==> src/rtl/regfile_wb_arbiter.sv <==
// Arbitrates N_REQ writeback sources onto the single 64-bit register-file write port,
// lane-aligning sub-dword data. Define WB_ROUND_ROBIN_EN for round-robin, else fixed priority.
module regfile_wb_arbiter #(
  parameter int N_REQ = 3,
  parameter int CNT_W = 16
) (
  input  logic                  clk,
  input  logic                  rst,
  input  logic [N_REQ-1:0]      req_valid,
  output logic [N_REQ-1:0]      req_ready,
  input  logic [5*N_REQ-1:0]    req_addr,
  input  logic [64*N_REQ-1:0]   req_data,
  input  logic [2*N_REQ-1:0]    req_size,
  input  logic [3*N_REQ-1:0]    req_off,
  output logic                  rf_wena,
  output logic [4:0]            rf_waddr,
  output logic [63:0]           rf_wdata,
  output logic [7:0]            rf_sel,
  output logic [CNT_W-1:0]      conflict_cnt
);

  localparam int IW = (N_REQ > 1) ? $clog2(N_REQ) : 1;

  logic          gnt_any;
  logic [IW-1:0] gnt_idx;

`ifdef WB_ROUND_ROBIN_EN
  logic [IW-1:0] ptr;
  int            rr_idx;

  // Walk candidates from farthest to nearest so the one right after ptr wins last.
  always_comb begin
    gnt_any = 1'b0;
    gnt_idx = '0;
    rr_idx  = 0;
    for (int k = N_REQ; k >= 1; k--) begin
      rr_idx = int'({1'b0, ptr}) + k;
      if (rr_idx >= N_REQ) rr_idx = rr_idx - N_REQ;
      if (req_valid[rr_idx]) begin
        gnt_any = 1'b1;
        gnt_idx = IW'(rr_idx);
      end
    end
  end

  always_ff @(posedge clk) begin
    if (rst)          ptr <= IW'(N_REQ - 1);
    else if (gnt_any) ptr <= gnt_idx;
  end
`else
  always_comb begin
    gnt_any = 1'b0;
    gnt_idx = '0;
    for (int i = N_REQ - 1; i >= 0; i--) begin
      if (req_valid[i]) begin
        gnt_any = 1'b1;
        gnt_idx = IW'(i);
      end
    end
  end
`endif

  // Handshake: a transfer happens on a clock edge where req_valid[i] & req_ready[i];
  // ready is combinational, one-hot or zero, never given to an idle requester or during rst,
  // and requesters keep addr/data/size/off stable until they see ready.
  always_comb begin
    req_ready = '0;
    if (gnt_any && !rst) req_ready[gnt_idx] = 1'b1;
  end

  logic [4:0]  s_addr;
  logic [63:0] s_data;
  logic [1:0]  s_size;
  logic [2:0]  s_off;

  assign s_addr = req_addr[5*gnt_idx +: 5];
  assign s_data = req_data[64*gnt_idx +: 64];
  assign s_size = req_size[2*gnt_idx +: 2];
  assign s_off  = req_off[3*gnt_idx +: 3];

  logic [2:0]  aoff;
  logic [7:0]  base_sel;
  logic [63:0] masked;
  logic [7:0]  al_sel;
  logic [63:0] al_data;

  // Offset is rounded down to the natural alignment of the access size.
  always_comb begin
    aoff     = 3'd0;
    base_sel = 8'hFF;
    masked   = s_data;
    case (s_size)
      2'd0: begin
        aoff     = s_off;
        base_sel = 8'h01;
        masked   = {56'd0, s_data[7:0]};
      end
      2'd1: begin
        aoff     = {s_off[2:1], 1'b0};
        base_sel = 8'h03;
        masked   = {48'd0, s_data[15:0]};
      end
      2'd2: begin
        aoff     = {s_off[2], 2'b00};
        base_sel = 8'h0F;
        masked   = {32'd0, s_data[31:0]};
      end
      default: begin
        aoff     = 3'd0;
        base_sel = 8'hFF;
        masked   = s_data;
      end
    endcase
    al_sel  = base_sel << aoff;
    al_data = masked << {aoff, 3'b000};
  end

  always_ff @(posedge clk) begin
    if (rst) begin
      rf_wena  <= 1'b0;
      rf_waddr <= '0;
      rf_wdata <= '0;
      rf_sel   <= '0;
    end else begin
      // Writes to x0 complete the handshake but never enable the register file.
      rf_wena <= gnt_any && (s_addr != 5'd0);
      if (gnt_any) begin
        rf_waddr <= s_addr;
        rf_wdata <= al_data;
        rf_sel   <= al_sel;
      end
    end
  end

  always_ff @(posedge clk) begin
    if (rst)
      conflict_cnt <= '0;
    else if (($countones(req_valid) >= 2) && (conflict_cnt != {CNT_W{1'b1}}))
      conflict_cnt <= conflict_cnt + 1'b1;
  end

endmodule

==> config.mk <==
export PLATFORM = sky130hd
export DESIGN_NAME = regfile_wb_arbiter
export DESIGN_NICKNAME = d
export VERILOG_FILES = /design/src/rtl/regfile_wb_arbiter.sv
export SDC_FILE = /design/constraint.sdc
export NUM_CORES = 1
export LEC_CHECK = 0
export CELL_PAD_IN_SITES_DETAIL_PLACEMENT = 1
export CELL_PAD_IN_SITES_GLOBAL_PLACEMENT = 2
export CORE_AREA = 2 2 175 160
export CTS_CLUSTER_SIZE = 10
export DETAILED_ROUTE_END_ITERATION = 16
export DIE_AREA = 0 0 177 162
export HOLD_SLACK_MARGIN = 0.15
export PLACE_DENSITY_LB_ADDON = 0.1
export SYNTH_ARGS = -nofsm -noshare
export SYNTH_HDL_FRONTEND = slang
export SYNTH_SLANG_ARGS = --single-unit
==> constraint.sdc <==
create_clock -name clk -period 4.91 [get_ports clk]
set_input_delay 0.7365 -clock clk [delete_from_list [all_inputs] [get_ports clk]]
set_output_delay 0.7365 -clock clk [all_outputs]
set_load 0.02 [all_outputs]
==> out/qor.txt <==
Fin. Hold Viols - 0
post-synthesis register bit count - 94
PostCTS Resize Cnt - 0
Seq/Total Area, Yosys - 0.324
Pre-antenna DRT Iters - 4
GPL Wtd Cong - 0.813
H-tree depth - 3
starting density of the core - 0.217
number of flops mapped to enable cells by yosys - 0
Tightest Hold Check Type - reg -> reg
full die area - 0.0287 sq mm
clock skew - 0.00445 ns
port buffer count - 323
CP Max Fanout - 17
Routed Antenna Nets - 0
pre-CTS setup slack - 0.455 ns
Clock Latency Late Sink - 0.36 ns
ratio of cells with drive above 1 in the final layout - 0.0629
Slew Limit Headroom - 0.304
RSZ-0062 raised after global routing - false
VDD IR max - 0.151 mV
fin crit share - 0.838
Util after Layout - 0.362
total clock sinks - 94
Leak - 3.32 nW
drt initial violations - 406
Worst EP arrival - 4.34 ns
setup bufs post-CTS - 0
max-slew violation count - 0
routed wire length per instance - 23.9 microns
pwr/cell area - 254 mW/mm^2
Worst-path clk slew - 0.07 ns
vias in the first global route - 7,753
top-area cell type share of the netlist area - 0.324
largest net degree at the start of global routing - 46
syn_nets - 998
global route overflow - 0
total power - 2.46 mW
antenna violations before repair - 0
outcome - finished clean
nets@finish - 1,289
critical path data required time - 5.13 ns
crit end category - flip-flop
Syn-to-layout area delta - 66.8%
vias post-DR - 7,439
antenna cells - 0
first-pass GRT wire length - 49,500 microns
Die Span Y - 162 microns
Ports - 324
crit start category - primary input
Final WS setup - 0.796 ns
FP Rows - 57
Synth Area per Inst - 7.55 sq um
Vias/cell - 5.24
ys async rst share - 0
CTS max path bufs - 2
Non-Filler Instances - 1,419
Hold Buf Count CTS - 0
Core ar. - 0.0267 sq mm
worst-margin pin slew - 1.04 ns
Cells after Synth - 769
Mapped Area - 0.00580 sq mm
Synth area leader - dfxtp_1
final setup violation count - 0
final WL - 34,000 microns
Final HPWL DP - 26,400 microns
CTS tree - yes
predominant post-synthesis flop cell - dfxtp_1
DRC - 0
Synth area leaders - dfxtp_1 (32%), o22ai_1 (9.6%), nand2_1 (6.7%), a21oi_1 (5.3%), o21ai_0 (4.3%)
CTS Buf Count - 9
yosys warns - 0
die width - 177 microns
synth unique cells - 66
root buffer cell - clkbuf_16
Worst Path Class, Setup - in -> reg
GRT Total Usage - 0.231
Setup TNS - 0 ns
maxcap violations - 0
Max Freq - 0.243 GHz
minimum clock period - 4.11 ns
Post-Place Cells - 1,403
==> critical path, cell delays in order <==
cell and delay [ns]:
clkdlybuf4s50_1 1.00, and4bb_1 0.42, a2111o_1 0.57, a21oi_2 0.69, a21oi_1 0.32, a21oi_1 0.44, o22ai_1 0.13
==> per-layer routing <==
| layer | share of wire | up-vias | GRT usage |
|---|---|---|---|
| li1 | - | 3535 | - |
| met2 | 0.48 | 245 | 0.397 |
| met4 | 0.021 | 0 | 0.0601 |
| met1 | 0.43 | 3621 | 0.291 |
| met3 | 0.063 | 38 | 0.0506 |
| met5 | 0 | - | 0 |
==> layout by cell type, fill, tap and decap left out, types with 3 or more instances in the layout <==
cell	count
xnor2_1	5
a31oi_1	11
o211ai_1	11
and3_1	6
xor2_1	8
nor3_1	20
o32a_1	4
o21ai_1	11
mux2i_1	6
clkdlybuf4s50_1	320
a21o_1	5
nor2_1	48
o221ai_1	10
a32o_1	7
o22a_1	3
clkbuf_16	9
a2111o_1	4
buf_4	25
and2_1	9
a21oi_1	62
a221o_1	3
nand3_1	23
nor2b_1	4
nor3_4	4
o21ai_0	50
a211oi_2	3
nand2_1	104
a22o_1	5
buf_2	3
o22ai_1	89
o31ai_1	5
a2111oi_0	5
nand4_1	8
a211oi_1	22
nor3b_1	4
a221oi_1	7
dfxtp_1	94
==> sequential cells by signal, summed over array words and instances (netlist names) <==
name and cells:
rf_waddr 5, rf_wdata 64, conflict_cnt 16, rf_wena 1, rf_sel 8
==> cell usage after synthesis (all sizes together), types with 9 or more instances <==
cell type	instances
o221ai	10
a21oi	64
nand3	24
clkbuf	36
dfxtp	94
o22ai	89
a211oi	25
nor2	50
a31oi	11
and2	9
o211ai	11
o21ai	62
buf	32
nor3	24
nand2	104
==> final timing paths <==
kind	from	endpoint	slack, ns	cells past startpoint
worst max-delay path	req_valid[1]	rf_wdata[55]	0.80	7
worst min register to register	rf_sel[0]	rf_sel[0]	0.45	2
worst max register to register	conflict_cnt[4]	conflict_cnt[15]	3.12	6
worst min-delay path	rf_sel[0]	rf_sel[0]	0.45	2
==> area by class of cell <==
class                   instances  area [sq um]
clock buffers                   9           225
clock inverters                 7          72.6
fillers                      3217         17100
inverters                       4          15.0
multi-input cells             603          3640
flip-flops and latches         94          1880
well taps                     354           443
repair buffers                348          3410
==> through the flow <==
stage                     hold slack, ns  cell area, sq um
after global routing               0.472              9680
after floorplan                    0.521              5800
after CTS                          0.453              9680
final                              0.449              9680
after detailed placement           0.442              9380
after global placement             0.433              9380
==> cell families (layout without fill, tap and decap cells) <==
family          Yosys count  in the layout  share of synthesized area
simple gates            249            249                      0.207
fa+ha+maj                 2              2                    0.00431
compound gates          333            333                      0.381
buf+inv                  72            368                     0.0537
xor+xnor                 13             13                     0.0196
flops                    94             94                      0.324
mux                       6              6                     0.0103
==> power breakdown <==
part,internal (mW),leakage (nW),switching (mW)
logic,0.403,2.40,0.480
registers,0.823,0.770,0.0365
clock network,0.360,0.143,0.358
Power figures use the tool's default switching activity.
